`src/rtl/pieo_op_sched.sv`:
```
// Single-issue command scheduler in front of the PIEO sorted-list core.
// Round-robin arbitration between enqueue and dequeue, with occupancy-based rejection.
module pieo_op_sched #(
  parameter int unsigned LIST_SIZE = 9,
  parameter int unsigned ELEM_W    = 18,
  parameter int unsigned TIME_LOG  = 6,
  parameter int unsigned CNT_W     = 4
) (
  input  logic                clk,
  input  logic                rst,
  input  logic                enq_valid,
  output logic                enq_ready,
  input  logic [ELEM_W-1:0]   enq_elem,
  input  logic                deq_valid,
  output logic                deq_ready,
  input  logic [TIME_LOG-1:0] deq_curr_time,
  output logic                resp_valid,
  output logic                resp_op,
  output logic [1:0]          resp_status,
  output logic [ELEM_W-1:0]   resp_elem,
  output logic                pieo_start,
  output logic                pieo_op,
  output logic [ELEM_W-1:0]   pieo_elem,
  output logic [TIME_LOG-1:0] pieo_curr_time,
  input  logic                pieo_ready,
  input  logic                pieo_done,
  input  logic                pieo_deq_valid,
  input  logic [ELEM_W-1:0]   pieo_deq_elem,
  output logic [CNT_W-1:0]    occupancy,
  output logic                full,
  output logic                empty
);

  typedef enum logic [1:0] {StIdle, StIssue, StWait, StResp} state_e;

  localparam logic       OpEnq       = 1'b0;
  localparam logic       OpDeq       = 1'b1;
  localparam logic [1:0] StatOk      = 2'b00;
  localparam logic [1:0] StatFull    = 2'b01;
  localparam logic [1:0] StatEmpty   = 2'b10;
  localparam logic [1:0] StatNotElig = 2'b11;

  state_e                state_q, state_d;
  logic [CNT_W-1:0]      occ_q, occ_d;
  logic                  last_grant_q, last_grant_d;
  logic                  cmd_op_q, cmd_op_d;
  logic [ELEM_W-1:0]     cmd_elem_q, cmd_elem_d;
  logic [TIME_LOG-1:0]   cmd_time_q, cmd_time_d;
  logic                  resp_op_q, resp_op_d;
  logic [1:0]            resp_status_q, resp_status_d;
  logic [ELEM_W-1:0]     resp_elem_q, resp_elem_d;
  logic                  grant_enq, grant_deq;
  logic                  cmd_active;

  assign full       = (occ_q == CNT_W'(LIST_SIZE));
  assign empty      = (occ_q == '0);
  assign occupancy  = occ_q;
  assign cmd_active = (state_q == StIssue) || (state_q == StWait);

  // Core-facing command fields read zero outside the issue/wait window.
  assign pieo_op        = cmd_active & cmd_op_q;
  assign pieo_elem      = cmd_active ? cmd_elem_q : '0;
  assign pieo_curr_time = cmd_active ? cmd_time_q : '0;

  assign resp_valid  = (state_q == StResp);
  assign resp_op     = resp_valid & resp_op_q;
  assign resp_status = resp_valid ? resp_status_q : '0;
  assign resp_elem   = resp_valid ? resp_elem_q : '0;

  always_comb begin
    state_d       = state_q;
    occ_d         = occ_q;
    last_grant_d  = last_grant_q;
    cmd_op_d      = cmd_op_q;
    cmd_elem_d    = cmd_elem_q;
    cmd_time_d    = cmd_time_q;
    resp_op_d     = resp_op_q;
    resp_status_d = resp_status_q;
    resp_elem_d   = resp_elem_q;
    grant_enq     = 1'b0;
    grant_deq     = 1'b0;
    enq_ready     = 1'b0;
    deq_ready     = 1'b0;
    pieo_start    = 1'b0;

    unique case (state_q)
      StIdle: begin
        // On a tie, grant whichever side did not win last time.
        grant_enq = enq_valid && (!deq_valid || (last_grant_q == OpDeq));
        grant_deq = deq_valid && !grant_enq;
        enq_ready = grant_enq;
        deq_ready = grant_deq;
        if (grant_enq) begin
          last_grant_d = OpEnq;
          cmd_op_d     = OpEnq;
          cmd_elem_d   = enq_elem;
          if (full) begin
            resp_op_d     = OpEnq;
            resp_status_d = StatFull;
            resp_elem_d   = '0;
            state_d       = StResp;
          end else begin
            state_d = StIssue;
          end
        end else if (grant_deq) begin
          last_grant_d = OpDeq;
          cmd_op_d     = OpDeq;
          cmd_time_d   = deq_curr_time;
          if (empty) begin
            resp_op_d     = OpDeq;
            resp_status_d = StatEmpty;
            resp_elem_d   = '0;
            state_d       = StResp;
          end else begin
            state_d = StIssue;
          end
        end
      end

      StIssue: begin
        pieo_start = pieo_ready;
        if (pieo_ready) begin
          state_d = StWait;
        end
      end

      StWait: begin
        if (pieo_done) begin
          state_d     = StResp;
          resp_op_d   = cmd_op_q;
          resp_elem_d = '0;
          if (cmd_op_q == OpEnq) begin
            resp_status_d = StatOk;
            occ_d         = occ_q + CNT_W'(1);
          end else if (pieo_deq_valid) begin
            resp_status_d = StatOk;
            resp_elem_d   = pieo_deq_elem;
            occ_d         = occ_q - CNT_W'(1);
          end else begin
            resp_status_d = StatNotElig;
          end
        end
      end

      StResp: begin
        state_d = StIdle;
      end

      default: begin
        state_d = StIdle;
      end
    endcase
  end

  always_ff @(posedge clk or posedge rst) begin
    if (rst) begin
      state_q       <= StIdle;
      occ_q         <= '0;
      last_grant_q  <= OpDeq;
      cmd_op_q      <= OpEnq;
      cmd_elem_q    <= '0;
      cmd_time_q    <= '0;
      resp_op_q     <= OpEnq;
      resp_status_q <= StatOk;
      resp_elem_q   <= '0;
    end else begin
      state_q       <= state_d;
      occ_q         <= occ_d;
      last_grant_q  <= last_grant_d;
      cmd_op_q      <= cmd_op_d;
      cmd_elem_q    <= cmd_elem_d;
      cmd_time_q    <= cmd_time_d;
      resp_op_q     <= resp_op_d;
      resp_status_q <= resp_status_d;
      resp_elem_q   <= resp_elem_d;
    end
  end

endmodule

```
`config.mk`:
```
export PLATFORM = sky130hd
export DESIGN_NAME = pieo_op_sched
export DESIGN_NICKNAME = d
export VERILOG_FILES = /design/src/rtl/pieo_op_sched.sv
export SDC_FILE = /design/constraint.sdc
export NUM_CORES = 1
export LEC_CHECK = 0
export ABC_CLOCK_PERIOD_IN_PS = 2700
export CAP_MARGIN = 30
export CORE_MARGIN = 3
export CORE_UTILIZATION = 37
export CTS_CLUSTER_DIAMETER = 100
export DETAILED_ROUTE_END_ITERATION = 16
export DONT_BUFFER_PORTS = 1
export MAX_ROUTING_LAYER = met4
export SLEW_MARGIN = 10
export SYNTH_ARGS = -nofsm -noshare
export SYNTH_HDL_FRONTEND = slang
export SYNTH_SLANG_ARGS = --single-unit
```
`constraint.sdc`:
```
create_clock -name clk -period 2.7 [get_ports clk]
set_input_delay 0.27 -clock clk [delete_from_list [all_inputs] [get_ports clk]]
set_output_delay 0.27 -clock clk [all_outputs]
set_load 0.01 [all_outputs]
```
Yosys cells after proc, flatten, opt, wreduce, memory -nomap -nowiden
Index checks and enable logic that the tools add are counted.
{ "totals": {"inputBits": 49, "ff_bits": 53, "elab_cells": 80} }
{ "op_classes": {"bitwise_logic": 3, "addsub": 2, "muxes": 40, "reduce_logical": 16, "n_eq_ne": 10} }
{ "op_table": {"columns": ["op", "count"], "rows": [
  ["two-way mux 18 bit", 9],
  ["case mux 18 bit (2 select lines)", 1],
  ["two-way mux 2 bit", 14],
  ["two-way mux 1 bit", 10],
  ["inequality test 3 bit (second input constant)", 3],
  ["AND reduction 3 bit", 3],
  ["two-way mux 4 bit", 2],
  ["case mux 2 bit (4 select lines)", 1],
  ["two-way mux 6 bit", 1],
  ["inequality test 2 bit (second input constant)", 3],
  ["AND reduction 5 bit", 1],
  ["adder 4 x 1 -> 4 bit (second input constant)", 1],
  ["equality test 2 bit (second input constant)", 2],
  ["equality test 4 bit (second input constant)", 1],
  ["zero test 4 bit", 1],
  ["case mux 2 bit (2 select lines)", 1],
  ["AND reduction 2 bit", 2],
  ["nonzero test 2 bit", 2],
  ["subtractor 4 x 1 -> 4 bit (second input constant)", 1],
  ["AND 1 bit", 2],
  ["equality test 2 x 1 -> 1 bit (second input constant)", 1],
  ["logical AND 1 bit", 2],
  ["zero test 1 bit", 2],
  ["zero test 2 bit", 1],
  ["3 further kinds", 4]
]} }

Depth between registers and ports, before layout
{ "logic_depth": {"depth_word": 8, "ltp_mapped": 8} }

Least setup slack after synthesis
OpenSTA, ideal clock, no wires.
{ "synth_path": {"path_kind": "reg2reg", "start": "register occ_q[1], in the netlist occupancy[1]", "end": "register resp_elem_q[0]", "n_path_buf": 1, "period_less_slack_ns": 1.967, "setup_ns": 0.125, "arrival_time_ns": 1.842, "path_stages_with_launch": 6, "setup_slack_ns": 0.733, "path_cell_list": "dfrtp_1 nor4_2 mux2i_1 a211o_1 buf_6 mux2_4"} }
{ "synth_between": {"elab_chain_cells": 3, "word_cells_on_any_way": 5, "cone_classes": "3 x eq/ne; 2 x reduce/logical"} }
{ "synth_rtl": {"columns": ["item", "line_no", "text"], "rows": [
  ["from (decl)", "44", "logic [CNT_W-1:0] occ_q, occ_d;"],
  ["from (signal assigned)", "158", "occ_q <= '0;"],
  ["from (signal assigned)", "168", "occ_q <= occ_d;"],
  ["zero test 4 bit", "56", "assign empty = (occ_q == '0);"],
  ["via empty", "31", "output logic empty"],
  ["inequality test 3 bit (no line)", null, null],
  ["AND reduction 5 bit (no line)", null, null],
  ["to (signal assigned)", "175", "resp_elem_q <= resp_elem_d;"],
  ["to (decl)", "51", "logic [ELEM_W-1:0] resp_elem_q, resp_elem_d;"]
]} }
The timed path passes the listed nets, and every way through them passes these cells.
A chain may end at the register's enable or synchronous reset.

Worst setup path after layout
{ "layout_path": {"start": "register state_q[0]", "end": "register resp_elem_q[10]"} }
{ "layout_between": {"elab_chain_cells": 3, "word_cells_on_any_way": 9, "cone_classes": "5 x eq/ne; 1 x mux; 3 x reduce/logical"} }
{ "layout_rtl": {"columns": ["item", "line_no", "text"], "rows": [
  ["from (decl)", "43", "state_e state_q, state_d;"],
  ["from (signal assigned)", "157", "state_q <= StIdle;"],
  ["from (signal assigned)", "167", "state_q <= state_d;"],
  ["equality test 2 bit / zero test 2 bit (equally long branches)", "86", "unique case (state_q)"],
  ["inequality test 2 bit (no line) (tied with other cells)", null, null],
  ["AND reduction 5 bit (no line)", null, null]
]} }
Several ways; a longest one is shown, not always the timed one.

==> impl_metrics.yaml <==
global_routing:
  grt_usage_pct: 13.7
  antenna_found_initial: 0
  grt_pass1_vias: 1788
  grt_start_max_net_pins: 37
  grt.overflow.total: 0
  grt_pass1_wl_um: 9050
floorplanning:
  initial_utilization_pct: 39.4
  die_y_um: 92.5
  core_area_mm2: 0.00702
  die_w_um: 92.5
  die_area_mm2: 0.00855
  io_pins: 105
  row_count: 30
timing:
  layout_setup_ws_ns: 0.591
  finalHoldViolations: 11
  fin_worst_skew_ns: 0.00895
  hold_ws_ns: -0.0216
  tns_ns: 0
  finalMaxSlewViolations: 0
  period_needed_ns: 2.11
  setup_violations: 0
  finalCritPeriodShare_pct: 78.1
  rsz0062_at_grt: "no"
  worst_slew_pin_slew_ns: 0.833
  slew_headroom_pct: 44.3
  fmax_mhz: 474
critical_path:
  end_kind: "register"
  r2r_slack_ns: 0.59
  crit_type: "reg -> reg"
  arrival_ns: 2.29
  r2r_cells: 7
  critPathRequiredTime_ns: 2.89
  reg2reg_to: "resp_elem_q[10]"
  start_kind: "register"
  cp_max_fo: 21
  r2r-start: "state_q[0]"
clock_tree:
  clock_latency_ns: 0.30
  clkSinkCount: 53
  ctsResizeCount: 0
  post_cts_buffers: 0
  clock_path_buffers: 2
  numCtsBuffers: 5
  cts_tree: "built"
  cts.clk_slew.worst_paths_ns: 0.10
  htreeDepth: 2
  root_buffer: "clkbuf_8"
  hold_buffers: 0
place:
  dpl.hpwl_um: 4110
  numPlacedInstances: 321
  place.gp.congestion: 0.720
  place_area_mm2: 0.00287
  dpl_worst_slack_ns: 0.635
  portBuffers: 0
synth:
  yosysMostFrequentCell: "dfrtp_1"
  avgSynthCellArea_um2: 11.9
  synth_area_leader_cell: "dfrtp_1"
  synth_edf_count: 0
  syn-cell-area_mm2: 0.00277
  async_flop_share_pct: 100
  ys_warn_count: 0
  synthTopCellsByArea: "dfrtp_1, mux2_4, and2_1"
  syn_inst: 233
  synth-main-ff-cell: "dfrtp_1"
  synth_seq_cells: 53
  synth_cell_types: 27
  yosysTopAreaCellShare_pct: 47.0
  seq_area_frac_synth_pct: 48.0
  synthTopCellsByCount: "dfrtp_1, and2_1, mux2_2"
  syn_nets: 290
min_path:
  hold_class: "in -> async"
detailed_routing:
  drt-total-wl_um: 5570
  drtIter0Drc: 40
  viasPerCell: 5.06
  wl_per_cell_um: 16.9
  ant_nets: 0
  drcViolationCount: 0
  firstDrtPassIters: 4
  vias: 1665
pwr:
  ir_drop_mv: 0.494
  p_leak_nw: 1.46
  power.density_mw_per_mm2: 1240
outcome:
  violations: "negative hold slack"
  status: "finished, violations left"
finish:
  fill_cells: 683
  antennaDiodeCount: 0
  multiInputGateArea_mm2: 0.00135
  final_nets: 289
  postLayoutCoreUtil_pct: 42.4
  area_growth_syn_to_layout_pct: 7.64
  regArea_mm2: 0.00133
  final_area_mm2: 0.00298
  fin_cells: 329
  drive_above_1_share_pct: 27.0
flow_run:
  max_cap_violations: 0
-- cell type report --
cell class | instances | area share [%]
clock buffers | 7 | 3.23
clock inverters | 1 | 0.294
inverters | 8 | 1.01
multi-input cells | 159 | 45.2
flip-flops and latches | 53 | 44.6
well taps | 96 | 4.03
repair buffers | 5 | 1.68
-- worst max path at each step --
stage / from / endpoint / slack (ns) / cells after the start
2_1_floorplan: occupancy[1] / resp_elem_q[0] / 0.73 / 5
3_3_place_gp: state_q[0] / resp_elem_q[10] / 0.67 / 7
3_5_place_dp: state_q[0] / resp_elem_q[10] / 0.63 / 7
4_1_cts: state_q[1] / pieo_curr_time[0] / 0.56 / 3
5_1_grt: state_q[0] / resp_elem_q[3] / 0.36 / 6
6_report: state_q[0] / resp_elem_q[10] / 0.59 / 7
-- state kept, by name (all words and copies together) (netlist names) --
register / cells
last_grant_q: 1
cmd_op_q: 1
state_q: 2
resp_status_q: 2
resp_op_q: 1
cmd_elem_q: 18
cmd_time_q: 6
occupancy: 4
resp_elem_q: 18
-- cells in the final DEF (no fill, tap or decap), types with 3 or more instances in the layout --
| cell type | count |
|---|---|
| a21oi_1 | 6 |
| and2_1 | 47 |
| and3_1 | 20 |
| buf_4 | 4 |
| clkbuf_8 | 7 |
| dfrtp_1 | 52 |
| ha_1 | 7 |
| inv_1 | 7 |
| mux2_2 | 26 |
| mux2_4 | 20 |
| nand2_1 | 6 |
| nor2_1 | 8 |
| o21ai_0 | 3 |
-- report_power, final --
part	internal (mW)	switching (mW)
clock	0.237	0.258
combinational	0.861	0.949
sequential	1.15	0.233
-- metal layers --
layer | global-route usage [%] | part of all wire [%] | vias up | wire (um)
met3 | 5.12 | 9.6 | 5 | 532
met2 | 20.0 | 44 | 82 | 2430
met1 | 18.2 | 46 | 801 | 2570
li1 | - | - | 777 | -
met5 | - | 0 | - | 0
met4 | 2.97 | 0.68 | 0 | 38
-- metrics by stage --
stage | power [mW] | hold WS (ns)
6_report | 3.69 | -0.0216
2_1_floorplan | 2.92 | 0.340
5_1_grt | 4.00 | 0.00960
4_1_cts | 3.76 | 0.00650
3_5_place_dp | 3.24 | 0.344
3_3_place_gp | 3.21 | 0.347
-- cell families (layout without fill, tap and decap cells) --
group | after synthesis | count (layout) | share of synthesized area (%)
adders and majority gates | 8 | 8 | 3.89
muxes | 48 | 48 | 22.2
buffers and inverters | 21 | 21 | 3.39
AOI/OAI and AO/OA | 15 | 15 | 3.26
xor gates and xnor gates | 4 | 4 | 1.27
DFF | 53 | 53 | 48.0
and+or+nand+nor | 84 | 84 | 18.1
-- critical path: stages (launching register included) --
cell	delay [ns]
dfrtp_1	0.41
inv_1	0.14
ha_1	0.31
inv_1	0.11
o21ai_0	0.28
a211o_1	0.20
buf_12	0.20
mux2_2	0.35
No activity file was read; power rests on OpenSTA's default activity.
